File: src/rtl/adc_frame_scheduler.sv
// Purpose: CNV / SCK-gate / bit-index sequencer for an 8-lane 16-bit ADC, paced to a fixed frame period.
// Latency: registered outputs; CNV rises one cycle after EN/START is sampled in IDLE.
// Backpressure: FRAME_READY is sampled as the frame completes; low drops the frame and sets sticky OVERRUN.
module adc_frame_scheduler #(
    parameter int CNV_CYCLES    = 10,
    parameter int ACQ_CYCLES    = 15,
    parameter int NBITS         = 16,
    parameter int PERIOD_CYCLES = 50,
    parameter int WINDOW_FRAMES = 40000,
    localparam int BW = (NBITS > 1) ? $clog2(NBITS) : 1
) (
    input  logic          CLK,
    input  logic          RESETN,
    input  logic          EN,
    input  logic          START,
    input  logic          FRAME_READY,
    input  logic          CLR_OVR,
    output logic          CNV,
    output logic          SCK_EN,
    output logic [BW-1:0] BIT_IDX,
    output logic          FRAME_VALID,
    output logic          WINDOW_DONE,
    output logic          BUSY,
    output logic          OVERRUN,
    output logic [15:0]   FRAME_CNT
);

    // A frame cannot be shorter than its own phases plus the DONE cycle.
    localparam int MIN_PERIOD = CNV_CYCLES + ACQ_CYCLES + NBITS + 1;
    localparam int EFF_PERIOD = (PERIOD_CYCLES > MIN_PERIOD) ? PERIOD_CYCLES : MIN_PERIOD;
    localparam int PH_MAX0    = (CNV_CYCLES > ACQ_CYCLES) ? CNV_CYCLES : ACQ_CYCLES;
    localparam int PH_MAX     = (PH_MAX0 > NBITS) ? PH_MAX0 : NBITS;
    localparam int CW         = $clog2(PH_MAX + 1);
    localparam int PW         = $clog2(EFF_PERIOD + 1);
    localparam int WW         = $clog2(WINDOW_FRAMES + 1);

    typedef enum logic [2:0] {
        S_IDLE, S_CONV, S_ACQ, S_SHIFT, S_DONE, S_GAP
    } state_t;

    state_t        state, nstate;
    logic [CW-1:0] cnt, ncnt;     // cycles spent in the current phase
    logic [PW-1:0] pcnt, npcnt;   // cycles since the current frame started
    logic [WW-1:0] wcnt;          // accepted frames in the open window
    logic          frame_end;
    logic          accept;

    // Phase sequencing and frame pacing.
    always_comb begin
        nstate = state;
        ncnt   = cnt;
        npcnt  = pcnt + PW'(1);
        unique case (state)
            S_IDLE: begin
                npcnt = '0;
                ncnt  = '0;
                if (EN || START) nstate = S_CONV;
            end
            S_CONV: begin
                if (cnt == CW'(CNV_CYCLES - 1)) begin
                    nstate = S_ACQ;
                    ncnt   = '0;
                end else begin
                    ncnt = cnt + CW'(1);
                end
            end
            S_ACQ: begin
                if (cnt == CW'(ACQ_CYCLES - 1)) begin
                    nstate = S_SHIFT;
                    ncnt   = '0;
                end else begin
                    ncnt = cnt + CW'(1);
                end
            end
            S_SHIFT: begin
                if (cnt == CW'(NBITS - 1)) begin
                    nstate = S_DONE;
                    ncnt   = '0;
                end else begin
                    ncnt = cnt + CW'(1);
                end
            end
            S_DONE: begin
                // A stopped run ends right after the handshake; otherwise pace.
                if (!EN) begin
                    nstate = S_IDLE;
                end else if (pcnt == PW'(EFF_PERIOD - 1)) begin
                    nstate = S_CONV;
                    npcnt  = '0;
                end else begin
                    nstate = S_GAP;
                end
            end
            S_GAP: begin
                if (pcnt == PW'(EFF_PERIOD - 1)) begin
                    npcnt  = '0;
                    nstate = EN ? S_CONV : S_IDLE;
                end
            end
            default: nstate = S_IDLE;
        endcase
    end

    // Handshake is taken on the edge that enters DONE so FRAME_VALID lands in DONE.
    assign frame_end = (state == S_SHIFT) && (nstate == S_DONE);
    assign accept    = frame_end && FRAME_READY;

    // State, counters and registered outputs.
    always_ff @(posedge CLK or negedge RESETN) begin
        if (!RESETN) begin
            state       <= S_IDLE;
            cnt         <= '0;
            pcnt        <= '0;
            wcnt        <= '0;
            CNV         <= 1'b0;
            SCK_EN      <= 1'b0;
            BIT_IDX     <= '0;
            FRAME_VALID <= 1'b0;
            WINDOW_DONE <= 1'b0;
            BUSY        <= 1'b0;
            OVERRUN     <= 1'b0;
            FRAME_CNT   <= '0;
        end else begin
            state       <= nstate;
            cnt         <= ncnt;
            pcnt        <= npcnt;
            CNV         <= (nstate == S_CONV);
            SCK_EN      <= (nstate == S_SHIFT);
            BIT_IDX     <= (nstate == S_SHIFT) ? (BW'(NBITS - 1) - BW'(ncnt)) : '0;
            BUSY        <= (nstate != S_IDLE);
            FRAME_VALID <= accept;
            WINDOW_DONE <= accept && (wcnt == WW'(WINDOW_FRAMES - 1));
            if (accept) begin
                FRAME_CNT <= FRAME_CNT + 16'd1;
                wcnt      <= (wcnt == WW'(WINDOW_FRAMES - 1)) ? '0 : wcnt + WW'(1);
            end else if ((nstate == S_IDLE) && (state != S_IDLE)) begin
                wcnt <= '0;   // partial windows are discarded when the run stops
            end
            if (frame_end && !FRAME_READY) begin
                OVERRUN <= 1'b1;
            end else if (CLR_OVR) begin
                OVERRUN <= 1'b0;
            end
        end
    end

endmodule
File: config.mk
export PLATFORM = sky130hd
export DESIGN_NAME = adc_frame_scheduler
export DESIGN_NICKNAME = d
export VERILOG_FILES = /design/src/rtl/adc_frame_scheduler.sv
export SDC_FILE = /design/constraint.sdc
export NUM_CORES = 1
export LEC_CHECK = 0
export CELL_PAD_IN_SITES_DETAIL_PLACEMENT = 1
export CELL_PAD_IN_SITES_GLOBAL_PLACEMENT = 1
export CORE_ASPECT_RATIO = 1.25
export CORE_MARGIN = 8
export CORE_UTILIZATION = 43
export CTS_BUF_LIST = sky130_fd_sc_hd__clkbuf_16
export DETAILED_ROUTE_END_ITERATION = 10
export PLACE_DENSITY = 0.76
export SLEW_MARGIN = 25
export SYNTH_ARGS = -nofsm -noshare
export SYNTH_HDL_FRONTEND = slang
export SYNTH_SLANG_ARGS = --single-unit
File: constraint.sdc
create_clock -name CLK -period 3.42 [get_ports CLK]
set_clock_uncertainty 0.2 [all_clocks]
set_input_delay 0.342 -clock CLK [delete_from_list [all_inputs] [get_ports CLK]]
set_output_delay 0.342 -clock CLK [all_outputs]
set_load 0.01 [all_outputs]
==> summary.txt <==
Clocking
  • CTS Root Buffer Type: clkbuf_16
  • CTS Buf Count: 5
  • CTS clk-pin slew, worst paths: 0.07 ns
  • Post-CTS sizing: 0
  • Max clock buf depth: 2
  • CTS tree: done
  • Postcts setup bufs: 0
  • CTS Sinks: 56
  • Htree depth: 2
  • Worst skew pair latency: 0.29 ns
  • CTS Hold Buffers Added: 1

Timing
  • Setup TNS: 0 ns
  • Fin crit period: 2.98 ns
  • Unrepaired setup endpoints after global routing: no
  • Rel. slew slack: 0.483
  • Final hold vios: 0
  • Fmax: 335 MHz
  • Final period util: 0.872
  • Tightest Pin Transition: 0.775 ns
  • Setup violators final: 0
  • Slew Limit Fails: 0
  • Worst hold margin: 0.273 ns

Worst hold path
  • HP Start: FRAME_CNT[15]
  • Worst min path class: reg -> reg

Synthesis
  • Post-synth cell types: 50
  • Register area share after synthesis: 0.507
  • Leading area contributor after synthesis: dfrtp_1
  • Yosys top cell area share: 0.507
  • Top_reg_cell synth: dfrtp_1
  • Yosys reg bits: 56
  • Async SR Flop Fraction: 1.00
  • Top cells by area, synth: dfrtp_1 51%, xnor2_1 4.8%, ha_1 4.1%, nor2_1 4.1%, nand2_1 2.9%
  • Synthesized Nets: 286
  • Number of flops mapped to enable cells by yosys: 0
  • Syn Inst Count: 271
  • Area of the mapped netlist: 2770 µm²
  • Synth Warn #: 0
  • Syn_area_per_cell: 10.2 µm²

Routing
  • Routed Antenna Nets: 0
  • Routed wire length: 6240 µm
  • Vias per cell: 5.35
  • Drt first pass iters: 4
  • Routed vias: 2,097
  • Routed wire length per instance: 15.9 µm
  • 1st-iter DRT viols: 93
  • Drt drc: 0

GRT
  • GRT Util Overall: 0.147
  • GRT overflow: 0
  • Vias in the first global route: 2,360
  • First-pass GRT wire length: 11,000 µm
  • Largest net degree at the start of global routing: 36
  • Initial antenna violation count: 0

Floorplanning
  • Die width: 87.7 µm
  • Number of I/O pins: 32
  • Die area: 9270 µm²
  • Initial Util: 0.446
  • # rows: 32
  • Core area: 6210 µm²
  • Die Height: 106 µm

Setup path
  • Cells along the critical path: ha_1, nand3_1, inv_1, ha_1, and4b_1, nand2_2, inv_1, a31oi_1, or2_1, a221o_2
  • CP arrival: 2.96 ns
  • Max Fanout on Critical Path: 16
  • Worst path required time: 3.39 ns
  • R2r setup slk: 0.44 ns
  • Startpoint Class: register
  • CP Capture Type: register
  • Kind of critical path: reg -> reg
  • Worst r2r src: cnt[0]
  • CP Launch Point: cnt[0]
  • Max incr delay on CP: 0.45 ns
  • Slowest CP cell: dfrtp_1

Layout
  • Share of post-route cells with drive strength above 1: 0.0879
  • Final net count: 321
  • # fillers: 699
  • Fin cells: 392
  • P&R area growth vs syn: 20.0%
  • Register area: 1400 µm²
  • Multi-input logic area: 1290 µm²
  • Diodes inserted: 0

Placed design
  • Placer Congestion: 0.777
  • Port buffer count: 31
  • Dpl hpwl: 4600 µm
  • Cell count after placement: 383

Power
  • Power density over the cells: 360 nW/µm²
  • Static Leakage: 1.50 nW
  • Peak supply drop: 225 µV

Run status
  • Status: finished clean

Job
  • Max-cap violation count: 0
-- sequential cells by signal, indices dropped and copies added, names as in the netlist --
name and cells:
cnt 5, FRAME_VALID 1, BUSY 1, WINDOW_DONE 1
FRAME_CNT 16, CNV 1, SCK_EN 1, state 3
OVERRUN 1, BIT_IDX 4, pcnt 6, wcnt 16
-- cells by family after synthesis --
logic type	synth area share
AOI/OAI and AO/OA	0.113
xor gates and xnor gates	0.0697
adders and majority gates	0.0407
buffers and inverters	0.0267
DFF	0.507
muxes	0.00407
and+or+nand+nor	0.239
-- layout make-up --
class,count,area share
Tap cell,85,0.0320
Sequential cell,56,0.422
Inverter,10,0.0113
Timing Repair Buffer,35,0.102
Clock buffer,5,0.0377
Clock inverter,3,0.00641
Multi-Input combinational cell,198,0.389
-- stage by stage --
step	utilization	setup WS, ns	cell area (µm²)	power, mW
2_1_floorplan	-	1.00	2770	0.681
3_3_place_gp	0.510	0.597	3160	0.702
3_5_place_dp	0.510	0.458	3160	0.702
4_1_cts	0.535	0.427	3320	1.22
5_1_grt	0.535	0.261	3320	1.24
6_report	0.535	0.438	3320	1.20
-- cell usage in the layout, fill, tap and decap left out, types with 2 or more instances in the layout --
| cell | synthesis | final |
|---|---|---|
| a31oi_1 | 6 | 6 |
| nand3b_1 | 2 | 2 |
| and4b_1 | 2 | 2 |
| nand4_1 | 9 | 9 |
| clkdlybuf4s50_1 | 0 | 30 |
| o21bai_1 | 2 | 2 |
| nand3_1 | 14 | 14 |
| o21ai_0 | 5 | 5 |
| xor2_1 | 7 | 7 |
| and3_2 | 3 | 3 |
| o21a_1 | 3 | 3 |
| inv_1 | 10 | 10 |
| nor2b_1 | 7 | 7 |
| a221o_2 | 2 | 2 |
| a21oi_1 | 11 | 11 |
| nand2b_1 | 3 | 3 |
| nor2_1 | 30 | 30 |
| o211a_1 | 3 | 3 |
| a211o_1 | 4 | 4 |
| or2_2 | 2 | 2 |
| ha_1 | 9 | 9 |
| nand2_1 | 21 | 21 |
| buf_4 | 0 | 3 |
| clkbuf_16 | 0 | 5 |
| or4_1 | 2 | 2 |
| nor4_1 | 4 | 4 |
| nor3_1 | 8 | 8 |
| and3_1 | 2 | 2 |
| and4_1 | 2 | 2 |
| nand4b_1 | 2 | 2 |
| xnor2_1 | 15 | 15 |
| dfrtp_1 | 56 | 56 |
-- Yosys cell counts (all sizes together), types with 3 or more instances --
cell     n
nand3   14
o21ai    5
nor2    30
a31oi    6
clkbuf   4
and3     6
nand2   22
a211o    5
nor2b    7
a21oi   11
and4     3
buf      3
nand2b   3
nand4    9
ha       9
xnor2   15
or2      3
a221o    3
nor4     4
o21a     3
dfrtp   56
xor2     7
inv     10
nor3     8
o211a    3
-- critical path: cells and delay by family, from the launching register on --
family                   cells  cell delay [ns]
AND/OR/NAND/NOR              4             0.94
adder cells (fa/ha/maj)      2             0.40
flip-flops                   1             0.45
buffers and inverters        2             0.36
AO/OA/AOI/OAI                2             0.51
-- report_power, final --
group	internal [mW]	switching, mW
Clock	0.273	0.235
Combinational	0.00809	0.0186
Sequential	0.662	0.0000000000000000200
Total	0.943	0.253
-- path summary, 6_finish.rpt --
path,end,cells past startpoint
max,wcnt[5],10
min,FRAME_CNT[15],1
max reg2reg,wcnt[5],10
min reg2reg,FRAME_CNT[15],1
max in group asynchronous,wcnt[15],3
min in group asynchronous,FRAME_CNT[9],2
-- per-layer routing --
metal | vias to the layer above | GRT usage | wire (µm)
li1 | 1036 | - | -
met1 | 1037 | 0.157 | 2610
met2 | 18 | 0.279 | 3410
met3 | 6 | 0.0241 | 153
met4 | 0 | 0.0444 | 72
met5 | - | 0 | 0
(Power assumes the default switching activity.)
==> patch (same settings) <==
Set the parameter `WINDOW_FRAMES` to 160000 (it was 40000).
--- a/src/rtl/adc_frame_scheduler.sv
+++ b/src/rtl/adc_frame_scheduler.sv
@@ -7,5 +7,5 @@
     parameter int NBITS         = 16,
     parameter int PERIOD_CYCLES = 50,
-    parameter int WINDOW_FRAMES = 40000,
+    parameter int WINDOW_FRAMES = 160000,
     localparam int BW = (NBITS > 1) ? $clog2(NBITS) : 1
 ) (
Function: no difference found for any inputs over 10 cycles, from zero or initial values and one cycle with RESETN low; that may be too few to reach the edited logic, so the function may still have changed.
==> patch against the original RTL <==
Routed wire length is 18% higher; design area is 10% higher; via count is 12% higher; critical path type unchanged; maximum frequency is 3.7% higher; sequential power is 3.8% higher; area after synthesis is 7.3% higher; worst setup slack better by 110 ps; sequential cell count is 2 higher; largest power group is now the clock network; synthesized cell count is 10% higher; global-route usage is 1.5 points higher; total power is 32% higher.
==> patch: results (changes against the original RTL) <==
metric,value,unit,change
largest registers,"wcnt x18, FRAME_CNT x16, pcnt x6",,
All-Layer GR Usage,16.19,%,+1.5 points
most frequent cells after synthesis,"dfrtp_1, nor2_1, nand2_1",,
H-tree Lvls,3,,+1
Via Count,2351,,+12%
share of cells above drive strength 1,12.94,%,+4.1 points
Crit. Startpoint,cnt[0]$_DFF_PN0_,,
antenna cells,0,,unchanged
Final Non-Filler Cells,430,,+9.7%
"Distinct cells, synth",57,,+14%
Worst R2R Setup Slack,540,ps,+110 ps
Worst slew margin,43.73,%,-4.6 points
global placer's final weighted congestion,0.7660,,-1.5%
Post-Synth Adder-Cell Area,3.796,%,-0.28 points
"Net Count, Synth",313,,+9.4%
largest net degree at the start of global routing,46,,+28%
pre-CTS WS,580.8,ps,+123.2 ps
Min Hold Slack,292.6,ps,+20.02 ps
DR WL/cell,17.06,microns,+7.1%
port bufs,31,,unchanged
Nets,350,,+9.0%
Synth Area in XOR/XNOR,5.905,%,-1.1 points
Max VDD drop,0.2739,mV,+22%
Synth Area per Inst,9.955,sq um,-2.4%
vias in the first global route,2568,,+8.8%
post-DP HPWL,4.887,mm,+6.3%
status,"finished, final reports clean",,
post-synthesis mux area share,0.3796,%,-0.028 points
# fillers,762,,+9.0%
complex-gate fraction of the synthesized area,14.09,%,+2.8 points
"Clk pin slew, worst setup/hold paths",50,ps,-20 ps
Final period util,84.12,%,-3.1 points
clock latency on the worst-skew pair,320,ps,+30 ps
DR iter-0 viols,76,,-18%
dpl cells,413,,+7.8%
crit-path max FO,16,,unchanged
leak pwr,1.674,nW,+12%
Inserted Clock Buffers,9,,+4
sequential area share after synthesis,48.92,%,-1.8 points
ys async rst share,100.0,%,unchanged
Critical Path AT,2880,ps,-80 ps
Hold Startpoint,FRAME_CNT[15]$_DFFE_PN0P_,,
top post-synthesis cells by area,"dfrtp_1, nor2_1, nand2_1",,
global-route wire length before repair,12.91,mm,+17%
Hold WC Path Type,reg2reg,,
-- patch: path summary, 6_finish.rpt --
check                                            end  cells past startpoint
setup / recovery                wcnt[12]$_DFFE_PN0P_                     10
hold / removal             FRAME_CNT[15]$_DFFE_PN0P_                      1
setup reg to reg                wcnt[12]$_DFFE_PN0P_                     10
hold reg to reg            FRAME_CNT[15]$_DFFE_PN0P_                      1
max in group asynchronous          pcnt[1]$_DFF_PN0_                      3
min in group asynchronous       BIT_IDX[3]$_DFF_PN0_                      2
-- patch: power by group --
group	total, mW	internal [mW]	switching (mW)
Combinational	0.0291	0.00842	0.0207
Sequential	0.687	0.687	0.0000000000000000273
Clock	0.867	0.554	0.313
Total	1.58	1.25	0.334
-- patch: final cells by class --
class	count	area (sq um)	area share, %
clock buffers	9	225.2	6.169
clock inverters	7	60.06	1.645
well taps	90	112.6	3.084
repair buffers	34	332.8	9.116
multi-input cells	223	1435	39.31
inverters	9	33.78	0.9253
flip-flops and latches	58	1451	39.75
-- patch: logic make-up (layout without fill, tap and decap cells) --
group / Yosys count / after routing
AOI/OAI and AO/OA: 54 / 54
xor gates and xnor gates: 20 / 20
adders and majority gates: 9 / 9
buffers and inverters: 17 / 59
DFF: 58 / 58
muxes: 1 / 1
and+or+nand+nor: 139 / 139
-- patch: layer usage --
metal	GRT usage [%]	wire (microns)	up-vias
li1	-	-	1135
met1	18.51	3127	1172
met2	29.03	3928	33
met3	3.306	182	11
met4	6.794	96	0
met5	0	0	-
-- patch: critical path: stages (launching register included) --
cell      delay [ps]
dfrtp_1          430
ha_1             280
nand3_1          120
inv_1             50
ha_1             230
and4b_1          240
nand2_2          160
clkinv_1         270
o21a_4           270
and3_2           210
a221o_2          300
-- patch: through the flow --
stage / util [%] / power (mW) / area, sq um
floorplan: - / 0.7057 / 2967
global placement: 49.26 / 0.7278 / 3353
detailed placement: 49.26 / 0.7280 / 3353
CTS: 53.46 / 1.600 / 3638
global route: 53.64 / 1.631 / 3651
finish: 53.64 / 1.583 / 3651
